==> config.mk <==
export PLATFORM = sky130hd
export DESIGN_NAME = uart_tx_fifo_drain
export DESIGN_NICKNAME = d
export VERILOG_FILES = /design/src/rtl/uart_pkg.sv /design/src/rtl/uart_baud_cnt.sv /design/src/rtl/uart_tx_fifo_drain.sv
export SDC_FILE = /design/constraint.sdc
export NUM_CORES = 1
export LEC_CHECK = 0
export CAP_MARGIN = 0
export CELL_PAD_IN_SITES_DETAIL_PLACEMENT = 0
export CELL_PAD_IN_SITES_GLOBAL_PLACEMENT = 1
export CORE_MARGIN = 8
export CORE_UTILIZATION = 42
export DETAILED_ROUTE_END_ITERATION = 10
export PLACE_DENSITY_LB_ADDON = 0.1
export SLEW_MARGIN = 20
export SYNTH_ARGS = -nofsm -noshare
export SYNTH_HDL_FRONTEND = slang
export SYNTH_SLANG_ARGS = --single-unit
==> constraint.sdc <==
create_clock -name clk -period 2.5 [get_ports clk]
set_input_delay 0.625 -clock clk [delete_from_list [all_inputs] [get_ports clk]]
set_output_delay 0.625 -clock clk [all_outputs]
set_load 0.05 [all_outputs]
==> src/rtl/uart_pkg.sv <==
// uart_pkg: shared state encoding, frame constants and counter sizing for the UART transmitter
package uart_pkg;

    typedef enum logic [2:0] {
        IDLE,
        START,
        DATA,
        PARITY,
        STOP
    } state_t;

    localparam int DATA_BITS = 8;

    function automatic int cnt_width(input int clks_per_bit);
        return (clks_per_bit > 1) ? $clog2(clks_per_bit) : 1;
    endfunction

endpackage

==> src/rtl/uart_baud_cnt.sv <==
// uart_baud_cnt: counts clocks within one UART bit and flags the last clock of each bit
module uart_baud_cnt
    import uart_pkg::*;
#(
    parameter int CLKS_PER_BIT = 10
) (
    input  logic clk,
    input  logic rst,
    input  logic clr,
    input  logic en,
    output logic bit_end
);

    localparam int W = cnt_width(CLKS_PER_BIT);

    logic [W-1:0] cnt;

    assign bit_end = en && (cnt == W'(CLKS_PER_BIT - 1));

    // restart on clr and at every bit boundary so the count never passes CLKS_PER_BIT-1
    always_ff @(posedge clk or posedge rst) begin
        if (rst)
            cnt <= '0;
        else if (clr || bit_end)
            cnt <= '0;
        else if (en)
            cnt <= cnt + 1'b1;
    end

endmodule

==> src/rtl/uart_tx_fifo_drain.sv <==
// uart_tx_fifo_drain: pops bytes from a FIFO and sends them as 8N1 UART frames (UART_TX_PARITY_EN adds an even-parity bit)
module uart_tx_fifo_drain
    import uart_pkg::*;
#(
    parameter int CLK_FREQ = 100_000_000,
    parameter int BAUD     = 9600
) (
    input  logic       clk,
    input  logic       rst,
    input  logic       fifo_empty,
    input  logic [7:0] fifo_data,
    output logic       fifo_pop,
    output logic       tx,
    output logic       tx_busy,
    output logic       tx_done
);

    localparam int CLKS_PER_BIT = CLK_FREQ / BAUD;
    localparam int IW = $clog2(DATA_BITS);

    state_t                 state;
    logic [DATA_BITS-1:0]   shreg;
    logic [IW-1:0]          idx;
    logic                   bit_end;
`ifdef UART_TX_PARITY_EN
    logic                   par;
`endif

    assign fifo_pop = (state == IDLE) && !fifo_empty && !rst;
    assign tx_done  = (state == STOP) && bit_end;

    uart_baud_cnt #(
        .CLKS_PER_BIT(CLKS_PER_BIT)
    ) u_baud (
        .clk    (clk),
        .rst    (rst),
        .clr    (fifo_pop),
        .en     (state != IDLE),
        .bit_end(bit_end)
    );

    // frame sequencer: latch on pop, then shift out start, data LSB-first, optional parity, stop
    always_ff @(posedge clk or posedge rst) begin
        if (rst) begin
            state   <= IDLE;
            tx      <= 1'b1;
            tx_busy <= 1'b0;
            shreg   <= '0;
            idx     <= '0;
`ifdef UART_TX_PARITY_EN
            par     <= 1'b0;
`endif
        end else begin
            case (state)
                IDLE: if (fifo_pop) begin
                    state   <= START;
                    shreg   <= fifo_data;
                    tx      <= 1'b0;
                    tx_busy <= 1'b1;
                    idx     <= '0;
`ifdef UART_TX_PARITY_EN
                    par     <= ^fifo_data;
`endif
                end
                START: if (bit_end) begin
                    state <= DATA;
                    tx    <= shreg[0];
                    shreg <= shreg >> 1;
                end
                DATA: if (bit_end) begin
                    idx <= idx + 1'b1;
                    if (idx == IW'(DATA_BITS - 1)) begin
`ifdef UART_TX_PARITY_EN
                        state <= PARITY;
                        tx    <= par;
`else
                        state <= STOP;
                        tx    <= 1'b1;
`endif
                    end else begin
                        tx    <= shreg[0];
                        shreg <= shreg >> 1;
                    end
                end
`ifdef UART_TX_PARITY_EN
                PARITY: if (bit_end) begin
                    state <= STOP;
                    tx    <= 1'b1;
                end
`endif
                STOP: if (bit_end) begin
                    state   <= IDLE;
                    tx_busy <= 1'b0;
                end
                default: begin
                    state   <= IDLE;
                    tx      <= 1'b1;
                    tx_busy <= 1'b0;
                end
            endcase
        end
    end

endmodule

# Word level (Yosys, flattened, before mapping)
# Index checks and enable logic that the tools add are counted.
# word_totals
regBits	30
input_bits	11
out_inout_bits	4
wordCells	63
# classes
n_addsub	2
eq_ne	11
muxes	24
bitwise	2
reduce_logical	18
# op_table
cell	n
8-bit 2-to-1 mux	4
14-bit 2-to-1 mux	2
8-bit case mux with 3 select lines	1
3-bit 2-to-1 mux	7
14-bit by 1-bit adder with 14-bit output (second input constant)	1
14-bit == test (second input constant)	1
3-bit case mux with 4 select lines	1
2-bit != test (second input constant)	5
5-bit AND reduction	2
3-bit == test (second input constant)	2
1-bit 2-to-1 mux	6
3-bit case mux with 2 select lines	1
3-bit AND reduction	2
3-bit nonzero test	2
1-bit logical AND	4
1-bit case mux with 4 select lines	1
4-bit AND reduction	1
2-bit nonzero test	2
3-bit by 1-bit adder with 3-bit output (second input constant)	1
3-bit by 1-bit == test with 1-bit output (second input constant)	1
3-bit by 2-bit == test with 1-bit output (second input constant)	1
3-bit logical NOT	1
1-bit case mux with 3 select lines	1
1-bit logical NOT	2
other kinds (4)	5

# Longest topological paths before layout
# Gate-level depths: netlist of run 1.
# logic_depth
depth_word	5
mapped_depth	6
mapped_depth_nobuf	6

# By module
# From an unflattened synthesis of run 1, not the netlist that was laid out.
# unflattened
cells_unflattened	171
area_unflattened_um2	1659.1
# by_module_without_submodules
module	instances	cells_per_inst	area_per_inst_um2
uart_tx_fifo_drain	1	96	900.9
uart_baud_cnt	1	75	758.2

# Least setup slack after synthesis of run 1
# No wires, ideal clock.
# synth_path
kind	register to output
from	register u_baud.cnt[9]
to	output tx_done
arrival_time_ps	2055
slack_ps	-180
path_stages_with_launch	4
path_cell_list	dfrtp_1 -> nor4b_2 -> nand4_1 -> nor3_1
# synth_between
elab_chain_len	3
# synth_lines
item	line_no	source
from (decl)	uart_baud_cnt.sv:16	logic [W-1:0] cnt;
from (signal assigned)	uart_baud_cnt.sv:27	cnt <= cnt + 1'b1;
14-bit == test	uart_baud_cnt.sv:18	assign bit_end = en && (cnt == W'(CLKS_PER_BIT - 1));
1-bit logical AND	uart_baud_cnt.sv:18	
1-bit logical AND	uart_tx_fifo_drain.sv:30	assign tx_done = (state == STOP) && bit_end;
to (decl)	uart_tx_fifo_drain.sv:15	output logic tx_done
# Every way passes these cells.

# Worst setup path after layout of run 1
# layout_path
from	register state[0]
to	output tx_done
# layout_between
elab_chain_len	3
word_cells_on_any_way	4
# layout_lines
item	line_no	source
from (decl)	uart_tx_fifo_drain.sv:21	state_t state;
from (signal assigned)	uart_tx_fifo_drain.sv:45	state <= IDLE;
from (signal assigned)	uart_tx_fifo_drain.sv:56	state <= START;
from (signal assigned)	uart_tx_fifo_drain.sv:66	state <= DATA;
3-bit nonzero test	uart_tx_fifo_drain.sv:38	.en (state != IDLE),
1-bit logical AND	uart_baud_cnt.sv:18	
1-bit logical AND *	uart_tx_fifo_drain.sv:30	
# Mark *: on every way between the ends. The rest lies on a longest branch, timed or not.

==> summary.txt, run 1 <==
STA
  – Fin crit period: 2.39 ns
  – Final setup viols: 0
  – Setup Skew: roughly 0.0039 ns
  – Hold Vio Cnt, Final: 0
  – Maximum clock rate: between 0.4 and 0.5 GHz
  – RSZ-0062 raised after global routing: false
  – Final Slew Violations: 0
  – Worst Tran Pin Value: 0.504 ns
  – Slew headroom: 0.663
  – Tcrit/Tclk final: 0.957
  – Post-route setup TNS: 0 ns

Final layout
  – Area growth syn-to-layout: 24.0%
  – # diodes: 0
  – Final net count: 199
  – Layout cells sized above 1: 0.253

Yosys
  – Post-Syn Nets: between 150 and 200
  – Post-synth cell types: 49
  – Fraction of registers with async set/reset: 1.00
  – Synth Warn #: 0
  – Number of flops mapped to enable cells by yosys: 0
  – Most frequent cell after synthesis: dfrtp_1
  – Top cells by count, synth: dfrtp_1, mux2_2, nor2_1, o21ai_0, a21oi_1
  – Yosys reg bits: 30
  – Seq/Total Area, Yosys: 0.443
  – Area contributors post-synth: dfrtp_1, mux2_2, o21ai_0, a21oi_1, nor2_1
  – Syn Std Cell Area: 1700 um^2
  – Mean Syn Cell Area: 10.5 um^2
  – Most used DFF post-synth: dfrtp_1
  – Synth top area share: 0.427
  – Leading area contributor after synthesis: dfrtp_1
  – Synthesized instance count: between 150 and 200

Run
  – Max cap viols: 0

Pwr
  – Power share of the clock group: 0.543
  – Worst VDD drop: between 300 and 400 uV
  – Switch share: 0.179
  – PD cells: 536 nW/um^2
  – Final Total Pwr: 1.13 mW
  – Seq pwr share: 0.430
  – Total internal power: between 0.9 and 1 mW
  – P_sw: 0.203 mW
  – Pleak: 0.889 nW
  – Combinational power share: 0.027

Floorplan
  – I/O pin total: 15
  – Die width: between 70 and 80 um
  – CORE AREA: 3940 um^2
  – Initial core utilization: 0.431
  – Row Count: 23
  – Die area: about 6300 um^2
  – Die Ht: 79.6 um

Drt
  – Drt via density: 5.72
  – Drt wl/cell: 15.3 um
  – First-pass detailed-route iteration total: 4
  – Post-route DRC: 0
  – Vias: 1349
  – First DRT Iteration DRCs: 73
  – WL final: 3600 um
  – Antenna viol nets, final: 0

Hold path
  – Worst Hold Path EP: shreg[6]
  – Hold Path Depth: 1
  – Worst Hold Class: register to register
  – Hold_sp: shreg[6]

Clocking
  – Worst-skew pair later-pin latency: 0.28 ns
  – Max Buffers Root-to-Sink: 2
  – TritonCTS Buffers: 5
  – CTS Hold Bufs: 0
  – H-tree levels: 2
  – CTS tree: built
  – Root Driver: clkbuf_8
  – Clock sinks: 30
  – Clk slew on worst S/H paths: 0.07 ns

Global routing
  – Largest net degree at the start of global routing: 31
  – Antenna violations before repair: 0
  – First-pass GRT wire length: around 6000 um
  – Vias in the first global route: about 1300
  – GR Overflow Total: 0
  – GRT Overall Usage: 0.121

Placed design
  – Port Buffer Count: 14
  – DP HPWL: 2560 um
  – RePlAce Congestion: about 0.76

Worst setup path
  – FF-to-FF Start: idx[0]
  – Crit end category: primary output
  – Crit path required time: 1.88 ns
  – Crit Path Category: register to primary output
  – Worst Reg-to-Reg Cells: 6
  – Critical-path maximum fanout: 14
  – Crit path launch type: register
  – Reg-to-reg slack, setup: 0.30 ns
  – Worst EP arrival: 1.77 ns
  – R2r endpoint: shreg[4]

Outcome
  – Status: complete, no violations
## layer usage
metal | track usage | wire length, um | part of all wire | up-vias
met5 | 0 | 0 | 0 | -
met4 | 0.0500 | 70 | 0.019 | 0
met3 | 0.0417 | 157 | 0.044 | 7
met2 | 0.200 | 1800 | 0.50 | 21
met1 | 0.138 | 1580 | 0.44 | 667
li1 | - | - | - | 654
## power groups by stage
stage	registers, mW	clock network [mW]	logic [mW]
finish	0.485	0.613	0.0309
global route	0.485	0.650	0.0346
CTS	0.485	0.625	0.0320
detailed placement	0.494	0	0.0319
global placement	0.494	0	0.0311
floorplan	0.494	0	0.00979
## layout by cell type (no fill, tap or decap), types with 2 or more instances in the layout
master / synthesis / routed
dfrtp_1: 29 / 29
mux2_2: 14 / 14
o21ai_0: 12 / 12
nor2_1: 12 / 12
clkdlybuf4s50_1: 0 / 12
a21oi_1: 10 / 10
nand2_1: 8 / 8
buf_4: 1 / 7
clkbuf_8: 0 / 6
inv_1: 5 / 5
nand3_1: 5 / 5
o31ai_1: 4 / 4
or4_1: 4 / 4
nor3_1: 4 / 3
xnor2_1: 3 / 3
nand4_1: 3 / 3
xor2_1: 3 / 3
ha_1: 3 / 3
and3_1: 2 / 2
nor4b_4: 1 / 2
and2_1: 2 / 2
a21o_1: 2 / 2
o2111ai_2: 2 / 2
or3_1: 2 / 2
mux2i_1: 2 / 2
a32o_1: 2 / 2
bufinv_16: 0 / 2
buf_12: 0 / 2
## metrics by stage
step	util	instance area, um^2	cells	worst slack, ns	hold slack [ns]
final	0.534	2110	236	0.109	0.506
after global routing	0.534	2110	236	0.00769	0.524
after CTS	0.530	2090	235	0.0227	0.509
after detailed placement	0.494	1950	227	0.149	0.493
after global placement	0.494	1950	227	0.171	0.479
after floorplan	-	1700	162	0.233	0.457
## repair_timing
action | CTS | global route
hold endpoints to repair | 0 | 0
endpoints found under the setup margin | 0 | 1
setup buffers | 0 | 1
gates resized for setup | 0 | 1
## worst max-delay path: stages, from the launching register on
cell and delay, ns:
dfrtp_1 0.54, or3b_2 0.53, nor3_2 0.24, buf_12 0.17
## how the worst max path moves through the flow
stage                       start        endpoint  slack [ns]  cells past startpoint
finish                   state[0]         tx_done        0.11                      3
global placement       fifo_empty        fifo_pop        0.17                      6
CTS                 u_baud.cnt[8]         tx_done        0.02                      4
global route        u_baud.cnt[0]         tx_done       0.008                      5
floorplan           u_baud.cnt[9]         tx_done        0.23                      3
detailed placement            rst  u_baud.cnt[13]        0.15                      6
## final cells by class
| cell class | instances | area, um^2 |
|---|---|---|
| clock inverters | 2 | 60.1 |
| fillers | 346 | 1840 |
| inverters | 6 | 22.5 |
| clock buffers | 6 | 82.6 |
| flip-flops and latches | 30 | 752 |
| repair buffers | 21 | 213 |
| multi-input cells | 121 | 913 |
| well taps | 50 | 62.6 |
## cells by family (layout without fill, tap and decap cells)
logic type | after synthesis | after routing | synth area share
buf+inv | 11 | 35 | 0.0273
xor+xnor | 6 | 6 | 0.0310
compound gates | 41 | 41 | 0.171
mux | 16 | 16 | 0.105
flops | 30 | 30 | 0.443
simple gates | 55 | 55 | 0.201
fa+ha+maj | 3 | 3 | 0.0221
## registers in the layout, indices dropped and copies added (netlist names)
name        count
u_baud.cnt     14
shreg           8
idx             3
state           3
tx              1
tx_busy         1
(Power assumes the default switching activity.)
==> inputs of run 2 (changes only) <==
- ABC_AREA: default -> 1
- TNS_END_PERCENT: default -> 1
==> run 2 against run 1 <==
Against the previous run:
- setup slack better by 0.074 ns
- critical endpoint unchanged
- area after synthesis is 2.1% higher
- global-route usage up 0.55 points
==> summary.txt, run 2 <==
Floorplan
  – Initial core utilization: 0.434
  – Die width: 80.3 um
  – CORE AREA: roughly 4000 um^2
  – Die Ht: 80.3 um
  – Die area: 6440 um^2
  – Row Count: 23
  – I/O pin total: 15

Clocking
  – Root Driver: clkbuf_8
  – Post-CTS Setup Inserts: 0
  – H-tree levels: 2
  – Max Buffers Root-to-Sink: 2
  – CTS tree: built
  – TritonCTS Buffers: 5
  – Clock sinks: 30
  – Worst-skew pair later-pin latency: 0.28 ns
  – Clk slew on worst S/H paths: 0.07 ns
  – CTS Hold Bufs: 0

STA
  – Final Slew Violations: 0
  – Tcrit/Tclk final: 0.927
  – Final setup viols: 0
  – RSZ-0062 raised after global routing: false
  – Worst hold margin: 0.485 ns
  – Hold Vio Cnt, Final: 0
  – Setup Skew: between 0.006 and 0.007 ns
  – Slew headroom: 0.652
  – Maximum clock rate: 0.431 GHz
  – Post-route setup TNS: 0 ns
  – Worst Tran Pin Value: 0.521 ns
  – Fin crit period: 2.32 ns

Final layout
  – Commonest non-fill, non-tap cells in the layout: nand2_1, dfrtp_1, inv_1, nor2_1, clkdlybuf4s50_1
  – Register name with the most flops: u_baud.cnt
  – Final net count: around 240
  – Post-route insts no fill: 274
  – Layout cells sized above 1: 0.210
  – Max reg flops: 14
  – Fillers: between 300 and 400
  – Area growth syn-to-layout: 17.7%
  – # diodes: 0
  – Commonest non-fill, non-tap cell in the layout: nand2_1
  – Top flop regs: u_baud.cnt: 14 flops, shreg: 8 flops
  – Design area: 2040 um^2

Drt
  – First-pass detailed-route iteration total: 4
  – Drt via density: 5.00
  – Drt wl/cell: approximately 13 um
  – Post-route DRC: 0
  – WL final: between 3000 and 4000 um
  – Antenna viol nets, final: 0
  – First DRT Iteration DRCs: between 90 and 100
  – Vias: 1371

Pwr
  – Power share of the clock group: 0.198
  – P_sw: between 0.8 and 0.9 mW
  – Pleak: 0.944 nW
  – Combinational power share: 0.441
  – Worst VDD drop: 550 uV
  – Switch share: 0.420
  – PD cells: 988 nW/um^2
  – Final Total Pwr: 2.02 mW
  – Seq pwr share: 0.361
  – Total internal power: roughly 1.2 mW

Worst setup path
  – Critical path's slowest cell: dfrtp_1
  – Crit-path leading delay family: simple AND/OR/NAND/NOR gates
  – CP cell instances: ha_1 > nand3_1 > a21oi_2 > nand3_4 > nor2_4 > buf_12
  – Critical-path maximum fanout: 8
  – Crit path launch type: register
  – Crit end category: primary output
  – Crit-path max cell delay: 0.39 ns
  – Worst path bufs/invs: 1
  – Worst EP arrival: 1.69 ns
  – Crit Path Category: register to primary output
  – Crit path required time: 1.88 ns

Yosys
  – Post-synth cell types: 31
  – Post-Syn Nets: 217
  – Yosys reg bits: 30
  – Most used DFF post-synth: dfrtp_1
  – Number of flops mapped to enable cells by yosys: 0
  – Mean Syn Cell Area: 8.54 um^2
  – Top cells by count, synth: nand2_1, dfrtp_1, inv_1
  – Area contributors post-synth: dfrtp_1, nand2_1, inv_1, mux2i_1, o21ai_2
  – Synth Warn #: 0
  – Synthesized instance count: 203
  – Seq/Total Area, Yosys: 0.434
  – Leading area contributor after synthesis: dfrtp_1
  – Most frequent cell after synthesis: nand2_1
  – Synth top area share: 0.418
  – Syn Std Cell Area: 1730 um^2
  – Fraction of registers with async set/reset: 1.00

Run
  – Max cap viols: 0

Placed design
  – Dpl cell area: 1940 um^2
  – Placed cells: 266
  – RePlAce Congestion: 0.823
  – Port Buffer Count: 14
  – DP HPWL: approximately 2600 um

Global routing
  – GR Overflow Total: 0
  – GRT Overall Usage: 0.126
  – Antenna violations before repair: 0
  – Largest net degree at the start of global routing: 31
  – Vias in the first global route: 1422
  – First-pass GRT wire length: 6330 um

Hold path
  – Worst Hold Class: register to register

Outcome
  – Status: complete, no violations
==> run 2: cell types whose count changed after synthesis, sizes merged, moves of 5 or more <==
| cell | change |
|---|---|
| nand2 | +47 |
| nor2 | +10 |
| mux2i | +5 |
| mux2 | -14 |
| inv | +20 |
| nand3 | +7 |
==> run 2: metrics by stage <==
| step | setup slack [ns] | util |
|---|---|---|
| CTS | 0.0547 | 0.508 |
| detailed placement | 0.231 | 0.485 |
| floorplan | 0.218 | - |
| global route | 0.0252 | 0.510 |
| global placement | 0.278 | 0.485 |
| finish | 0.182 | 0.510 |
==> run 2: cells by family (layout without fill, tap and decap cells) <==
group	Yosys count	count (layout)	share of synthesized area
fa+ha+maj	3	3	0.0216
buf+inv	28	49	0.0729
mux	7	7	0.0404
simple gates	106	106	0.316
compound gates	25	25	0.0952
flops	30	30	0.434
xor+xnor	4	4	0.0202
==> run 2: what timing repair did <==
| item | 4_1_cts | 5_1_grt |
|---|---|---|
| resized for setup | 0 | 2 |
| hold endpoints to repair | 0 | 0 |
| endpoints found under the setup margin | 0 | 1 |
==> run 2: cell type report <==
| type | instances | area [um^2] | share of cell area |
|---|---|---|---|
| multi-input cells | 145 | 863 | 0.423 |
| flip-flops and latches | 30 | 752 | 0.368 |
| repair buffers | 16 | 175 | 0.0858 |
| inverters | 25 | 96.3 | 0.0472 |
| clock buffers | 7 | 86.3 | 0.0423 |
| well taps | 50 | 62.6 | 0.0307 |
| clock inverters | 1 | 5.00 | 0.00245 |
==> run 2: power by group through the flow <==
| stage | clock network, mW | registers (mW) | logic (mW) |
|---|---|---|---|
| 4_1_cts | 0.416 | 0.728 | 0.905 |
| 3_5_place_dp | 0 | 0.735 | 0.901 |
| 5_1_grt | 0.439 | 0.746 | 1.01 |
| 6_report | 0.399 | 0.727 | 0.889 |
| 3_3_place_gp | 0 | 0.729 | 0.878 |
| 2_1_floorplan | 0 | 0.751 | 0.737 |
==> run 2: final timing paths <==
path                               start             to  slack [ns]  cells after the start
setup / recovery           u_baud.cnt[0]        tx_done        0.18                      6
hold / removal                  shreg[3]       shreg[3]        0.49                      2
setup reg to reg                state[0]       shreg[1]        0.65                      7
hold reg to reg                 shreg[3]       shreg[3]        0.49                      2
max in group asynchronous            rst             tx        1.42                      3
min in group asynchronous            rst  u_baud.cnt[1]        0.75                      3
==> run 2: tightest hold or removal path, cell delays in order, from the launching register on <==
cell and delay, ns:
dfrtp_1 0.34, nand2_1 0.07, o21ai_2 0.05
==> run 2: layer usage <==
layer | global-route usage | up-vias | share of wire | wire [um]
met2 | 0.211 | 29 | 0.51 | 1820
met3 | 0.0446 | 5 | 0.038 | 137
met5 | 0 | - | 0 | 0
met1 | 0.144 | 645 | 0.44 | 1570
li1 | - | 692 | - | -
met4 | 0.0491 | 0 | 0.011 | 38
